## src/rtl/bcd_display_counter.sv

```systemverilog
// 4-digit BCD up/down counter advanced by a synchronized 1 Hz strobe,
// time-multiplexed onto a common-anode 7-segment display (active-low).
module bcd_display_counter #(
    parameter int SCAN_DIV = 100000,
    parameter bit BLANK_LZ = 1'b1
) (
    input  logic        clk_100MHz,
    input  logic        rst,
    input  logic        clk_1Hz,
    input  logic        en,
    input  logic        clr,
    input  logic        up_dn,
    output logic [15:0] count,
    output logic        wrap,
    output logic [3:0]  an,
    output logic [6:0]  seg,
    output logic        dp
);

    localparam int SCAN_W = (SCAN_DIV > 1) ? $clog2(SCAN_DIV) : 1;
    localparam logic [SCAN_W-1:0] SCAN_LAST = SCAN_W'(SCAN_DIV - 1);
    localparam logic [6:0] SEG_BLANK = 7'b1111111;
    localparam logic [6:0] SEG_ZERO  = 7'b1000000;

    logic              sync0, sync1, prev;
    logic              tick;
    logic [SCAN_W-1:0] scan_cnt;
    logic [1:0]        digit_sel;
    logic [15:0]       count_next;
    logic              wrap_next;
    logic [3:0]        cur_digit;
    logic              blank;

    function automatic logic [15:0] bcd_step(input logic [15:0] v, input logic up);
        logic [15:0] r;
        logic        c;
        r = v;
        c = 1'b1;
        for (int i = 0; i < 4; i++) begin
            if (c) begin
                if (up) begin
                    if (v[4*i +: 4] == 4'd9) begin
                        r[4*i +: 4] = 4'd0;
                    end else begin
                        r[4*i +: 4] = v[4*i +: 4] + 4'd1;
                        c = 1'b0;
                    end
                end else begin
                    if (v[4*i +: 4] == 4'd0) begin
                        r[4*i +: 4] = 4'd9;
                    end else begin
                        r[4*i +: 4] = v[4*i +: 4] - 4'd1;
                        c = 1'b0;
                    end
                end
            end
        end
        return r;
    endfunction

    function automatic logic [6:0] seg_decode(input logic [3:0] d);
        logic [6:0] s;
        case (d)
            4'd0:    s = 7'b1000000;
            4'd1:    s = 7'b1111001;
            4'd2:    s = 7'b0100100;
            4'd3:    s = 7'b0110000;
            4'd4:    s = 7'b0011001;
            4'd5:    s = 7'b0010010;
            4'd6:    s = 7'b0000010;
            4'd7:    s = 7'b1111000;
            4'd8:    s = 7'b0000000;
            4'd9:    s = 7'b0010000;
            default: s = SEG_BLANK;
        endcase
        return s;
    endfunction

    // Reset to 1 so a divider output already high at release is not seen as an edge.
    always_ff @(posedge clk_100MHz) begin
        if (rst) begin
            sync0 <= 1'b1;
            sync1 <= 1'b1;
            prev  <= 1'b1;
        end else begin
            sync0 <= clk_1Hz;
            sync1 <= sync0;
            prev  <= sync1;
        end
    end

    assign tick = sync1 & ~prev;

    always_comb begin
        count_next = count;
        wrap_next  = 1'b0;
        if (clr) begin
            count_next = 16'h0000;
        end else if (tick && en) begin
            count_next = bcd_step(count, up_dn);
            wrap_next  = up_dn ? (count == 16'h9999) : (count == 16'h0000);
        end
    end

    always_ff @(posedge clk_100MHz) begin
        if (rst) begin
            count <= 16'h0000;
            wrap  <= 1'b0;
        end else begin
            count <= count_next;
            wrap  <= wrap_next;
        end
    end

    always_ff @(posedge clk_100MHz) begin
        if (rst) begin
            scan_cnt  <= '0;
            digit_sel <= 2'd0;
        end else if (scan_cnt == SCAN_LAST) begin
            scan_cnt  <= '0;
            digit_sel <= digit_sel + 2'd1;
        end else begin
            scan_cnt  <= scan_cnt + 1'b1;
        end
    end

    // A digit is a leading zero when it and every digit above it are zero.
    always_comb begin
        cur_digit = count[4*digit_sel +: 4];
        case (digit_sel)
            2'd3:    blank = BLANK_LZ && (count[15:12] == 4'h0);
            2'd2:    blank = BLANK_LZ && (count[15:8]  == 8'h00);
            2'd1:    blank = BLANK_LZ && (count[15:4]  == 12'h000);
            default: blank = 1'b0;
        endcase
    end

    always_ff @(posedge clk_100MHz) begin
        if (rst) begin
            an  <= 4'b1110;
            seg <= SEG_ZERO;
        end else begin
            an  <= ~(4'b0001 << digit_sel);
            seg <= blank ? SEG_BLANK : seg_decode(cur_digit);
        end
    end

    assign dp = 1'b1;

endmodule

```

## config.mk

```make
export PLATFORM = sky130hd
export DESIGN_NAME = bcd_display_counter
export DESIGN_NICKNAME = d
export VERILOG_FILES = /design/src/rtl/bcd_display_counter.sv
export SDC_FILE = /design/constraint.sdc
export NUM_CORES = 1
export LEC_CHECK = 0
export ABC_AREA = 1
export BUFFER_PORTS_ARGS = -buffer_cell sky130_fd_sc_hd__buf_2
export CORE_UTILIZATION = 58
export DETAILED_ROUTE_END_ITERATION = 12
export GPL_ROUTABILITY_DRIVEN = 1
export PLACE_DENSITY_LB_ADDON = 0.1
export SLEW_MARGIN = 5
export SYNTH_ARGS = -nofsm -noshare
export SYNTH_HDL_FRONTEND = slang
export SYNTH_SLANG_ARGS = --single-unit
```

## constraint.sdc

```tcl
create_clock -name clk_100MHz -period 2.35 [get_ports clk_100MHz]
set_clock_uncertainty 0.15 [all_clocks]
set_input_delay 0.3525 -clock clk_100MHz [delete_from_list [all_inputs] [get_ports clk_100MHz]]
set_output_delay 0.3525 -clock clk_100MHz [all_outputs]
set_load 0.03 [all_outputs]
```

Word-level counts from Yosys, hierarchy flattened:

Memory sizes are Yosys's and may differ from the RTL's.
Cells that the tools add are included.

* register bits after elaboration: 50
* ROM bits: 112
* bits of input ports: 6
* output and inout bits: 29
* word-level logic and storage cells: 86
* memories kept: 1

Memory list
* (no name shown): depth 16, bits a word 7, read ports 1, clocked after memory_dff 0, wr ports 0, RTL line 63 `case (d)`

* $add $sub $neg: 10
* eq/ne operators: 9
* shift-type cells: 2
* multiplexer cells: 32
* bitwise gates (word level): 4
* reductions and logical operators: 15

Operators with widths (number)
* $mux W4: 12
* $mux W1: 18
* $add A17 B1 Y17 const B: 1
* $eq A17 B17 Y1 const B: 1
* $add A4 B1 Y4 const B: 4
* $eq A16 B16 Y1 const B: 1
* $eq A4 B4 Y1 const B: 4
* $logic_not A16 Y1: 1
* $logic_not A4 Y1: 4
* $shiftx A16 B5 Y4: 1
* $sub A4 B1 Y4 const B: 4
* $logic_not A12 Y1: 1
* $logic_not A8 Y1: 1
* $mux W6: 1
* $reduce_and A2 Y1: 3
* $reduce_or A2 Y1: 3
* $eq A2 B2 Y1 const B: 2
* $not A4 Y4: 1
* $shl A1 B2 Y4 const A: 1
* $pmux W1 S3: 1
* $reduce_or A3 Y1: 1
* $add A2 B1 Y2 const B: 1
* $eq A2 B1 Y1 const B: 1
* $not A1 Y1: 2
* 2 further kinds: 2

Longest topological paths before layout:

* word-level depth: 12
* depth in mapped cells: 14
* gate-level depth less buffers: 12

Worst setup path after synthesis:

No wires, ideal clock.

* path type: register to register
* from: register digit_sel[0]
* to: register seg[5]
* setup time: 127 ps
* data arrival time: 1526 ps
* required time: 2073 ps
* path slack: 548 ps
* cell stages (with the launch flop): 15
* buffers on the path: 2
* clock period less this slack: 1802 ps
* cell sequence: dfxtp_1 > buf_4 > inv_2 > buf_6 > nand2_1 > nand3_1 > nand2_1 > inv_1 > ha_1 > inv_1 > nand3_1 > nand3_1 > nand2_1 > nor2_1 > nor2_1

* cells in the longest elaborated chain, start to end: 3
* elaborated cells between the ends (all ways): 7
* those cells by class: eq/ne (3); shift (1); mux (2); memory (1)

Ends and longest elaborated chain
* start, declared: RTL line 28 `logic [1:0] digit_sel;`
* start signal, assigned: RTL line 121 `digit_sel <= digit_sel + 2'd1;`
* $shiftx A16 B5 Y4, or another cell as far along: RTL line 129 `cur_digit = count[4*digit_sel +: 4];`
* $mem_v2 Z16 W7 / $pmux W1 S3 (equally long branches)
* $mux W6 (*): RTL line 144 `seg <= blank ? SEG_BLANK : seg_decode(cur_digit);`
* end signal, assigned: RTL line 144
* end, declared: RTL line 16 `output logic [6:0] seg,`

Every way passes the cells marked *; elsewhere a longest branch is shown, timed or not.
A chain may end at the register's enable or synchronous reset.

Worst setup path after layout:

Same ends and word-level chain as after synthesis.

==> impl_results.md <==
- Setup Crit Path Kind: flip-flop to flip-flop
- # Post-CTS Setup Buffers: 0
- Post-Syn Instances: roughly 450
- Final ANT Viol Nets: 0
- Via count: approximately 2900
- Layout cells sized above 1: 18.48%
- CP Max Fanout: 13
- Port Buffers: 33
- Post-DP Area: between 3000 and 4000 um2
- Final core occ: 68.67%
- CTS tree: done
- Initial antenna violation count: 0
- Setup-failing EPs final: 0
- Worst Hold Class: primary input to flip-flop
- Vias per cell: 5.150
- Synthesized flop and latch total: 50
- Total gr overflow: 0
- Final Net Count: 503
- Seq/Total Area, Yosys: about a third
- CTS Hold Buffers Added: 0
- Reg clk slew, reported paths: roughly 0.090 ns
- Area contributors post-synth: dfxtp_1 (33%), nand2_1 (13%), nor2_1 (8.0%), inv_1 (6.2%), nand3_1 (5.3%)
- Fin. Hold Viols: 0
- Num CTS Buffers: 5
- Die Ht: around 74 um
- VDD IR max: about 330 uV
- Largest area contributor in the netlist: dfxtp_1
- WL final: 6308 um
- # resized after CTS: 0
- Slew Viols, Final: 0
- Status: complete, no violations
- Synth Flop Type: dfxtp_1
- Clk Latency, worst-skew pair: ~0.30 ns
- RSZ-0062 raised after global routing: no
- Initial DRC Count: ~230
- Max-capacitance violation count: 0
- CTS Root Cell: clkbuf_8
- Worst-case clock buffer depth: 2
- First-pass GRT wire length: roughly 11000 um
- DRC viols: 0
- Vias in the first global route: 2450
- Post-synth EDFFs: 0
- Post-Syn Area: between 3000 and 4000 um2
- Core Area: a little under 5000 um2
- CP Launch Type: flip-flop
- Clock H-tree levels: 2
- N_diodes: 0
- Avg Inst Size Synth: approximately 6.7 um2
- Critical Path RT: approximately 2.4 ns
- Pre-CTS WS: ~0.34 ns
- Fmax: about 490 MHz
- Distinct cells, synth: 33
- CTS sink cnt: 50
- Post-DP HPWL: 4732 um
- Ports: 35
- Area Growth Syn to Fin: 10.37%
- Hold WS: approximately 0.083 ns
- GRT Util Overall: ~25%
- Tmin final: between 2 and 2.5 ns
- Drt first pass iters: 5
- Slack of the critical path: ~0.32 ns
- Die area: ~5500 um2
- DR WL/cell: ~11 um
- Setup TNS: 0 ns
- Post-synth top area share: 33.18%
- Largest net degree at the start of global routing: 17
- Fill cells: 446
- Initial core utilization: approximately 62%
- Static Leak: 1.612 nW
- Warnings, synthesis: 0
- Core Rows: 25
- Power per standard cell area: ~460 nW/um2
- Syn_nets: 470
- Worst EP arrival: just over 2 ns
- Crit. End Element: flip-flop
- Die span in x: around 74 um
- Post-synth ARST share: 0%
- Routability cong.: 0.9101
- Final worst-path cycle share: a little under nine tenths
- Finished Cell Area: around 3300 um2
synthesized netlist by cell type, types with 2 or more instances:
cell type	instances
or2_2	3
nor2_2	7
ha_1	11
o21ai_0	23
nand3_1	32
inv_2	12
xnor2_1	2
nand3_4	2
dfxtp_1	50
inv_1	50
nand2_2	14
clkbuf_1	3
xor2_1	7
nor2_1	64
nand3b_1	3
nor2_4	4
buf_4	3
nand4_1	10
a21oi_1	18
nand2_1	104
o21ai_1	10
nor3_1	7
buf_6	2
nand2_4	3
worst max-delay path, stage by stage (launching register included):
cell	delay (ns)
dfxtp_1	0.54
inv_2	0.20
nand2_1	0.11
nand3_1	0.07
nand2_1	0.18
inv_1	0.09
ha_1	0.18
inv_1	0.07
nand3_1	0.07
nand3_1	0.08
nand2_1	0.05
nor2_1	0.09
nor2_1	0.04
report_power, final:
group          total, mW  internal, mW  switching, mW
sequential         0.861         0.855        0.00571
combinational     0.0796        0.0236         0.0560
clock              0.606         0.318          0.288
total               1.55          1.20          0.350
final timing paths:
path / start / endpoint / slack (ns) / cells after the start
setup / recovery: digit_sel[0] / seg[5] / 0.32 / 12
setup reg to reg: digit_sel[0] / seg[5] / 0.32 / 12
hold reg to reg: sync0 / sync1 / 0.27 / 1
hold / removal: clk_1Hz / sync0 / 0.08 / 2
per-layer routing:
layer  wire length, um  vias to the layer above  track usage (%)
met5                 0                        -                0
met4                87                        0            8.120
met3               284                        8            4.607
met2              2935                       94            42.73
met1              3000                     1257            32.11
li1                  -                     1494                -
through the flow:
step	instances	total power, mW
after floorplan	453	0.9412
after global placement	546	0.9587
after detailed placement	546	0.9599
after CTS	554	1.563
after global routing	554	1.611
final	554	1.546
flip-flops by register name, indices dropped and copies added, names as in the netlist:
name / count
count: 16
wrap: 1
digit_sel: 2
prev: 1
sync0: 1
sync1: 1
an: 4
scan_cnt: 17
seg: 7
cell type report:
cell class	count	area, um2	area share (%)
Multi-Input combinational cell	332	1722	51.71
Sequential cell	50	1001	30.06
Inverter	62	232.7	6.990
Timing Repair Buffer	35	180.2	5.412
Tap cell	67	83.83	2.518
Clock buffer	6	72.57	2.180
Clock inverter	2	37.54	1.127
cell usage in the layout, fill, tap and decap left out, types with 2 or more instances in the layout:
cell,synthesis,layout
nand2_1,104,104
nor2_1,64,64
inv_1,50,50
dfxtp_1,50,50
buf_2,1,33
nand3_1,32,32
o21ai_0,23,23
a21oi_1,18,18
nand2_2,14,14
inv_2,12,12
ha_1,11,11
nand4_1,10,10
o21ai_1,10,10
nor2_2,7,7
nor3_1,7,7
xor2_1,7,7
clkbuf_8,0,5
nor2_4,4,4
nand2_4,3,3
nand3b_1,3,3
or2_2,3,3
nand3_4,2,2
xnor2_1,2,2
buf_4,3,2
cells by family (layout without fill, tap and decap cells):
kind of cell    after synthesis  count (layout)  synth area share, %
flops                        50              50                33.18
fa+ha+maj                    11              11                4.562
other cells                   1               1               0.1243
simple gates                258             258                40.81
buf+inv                      71             105                9.747
xor+xnor                      9               9                2.613
compound gates               53              53                8.959
Power figures use the tool's default switching activity.
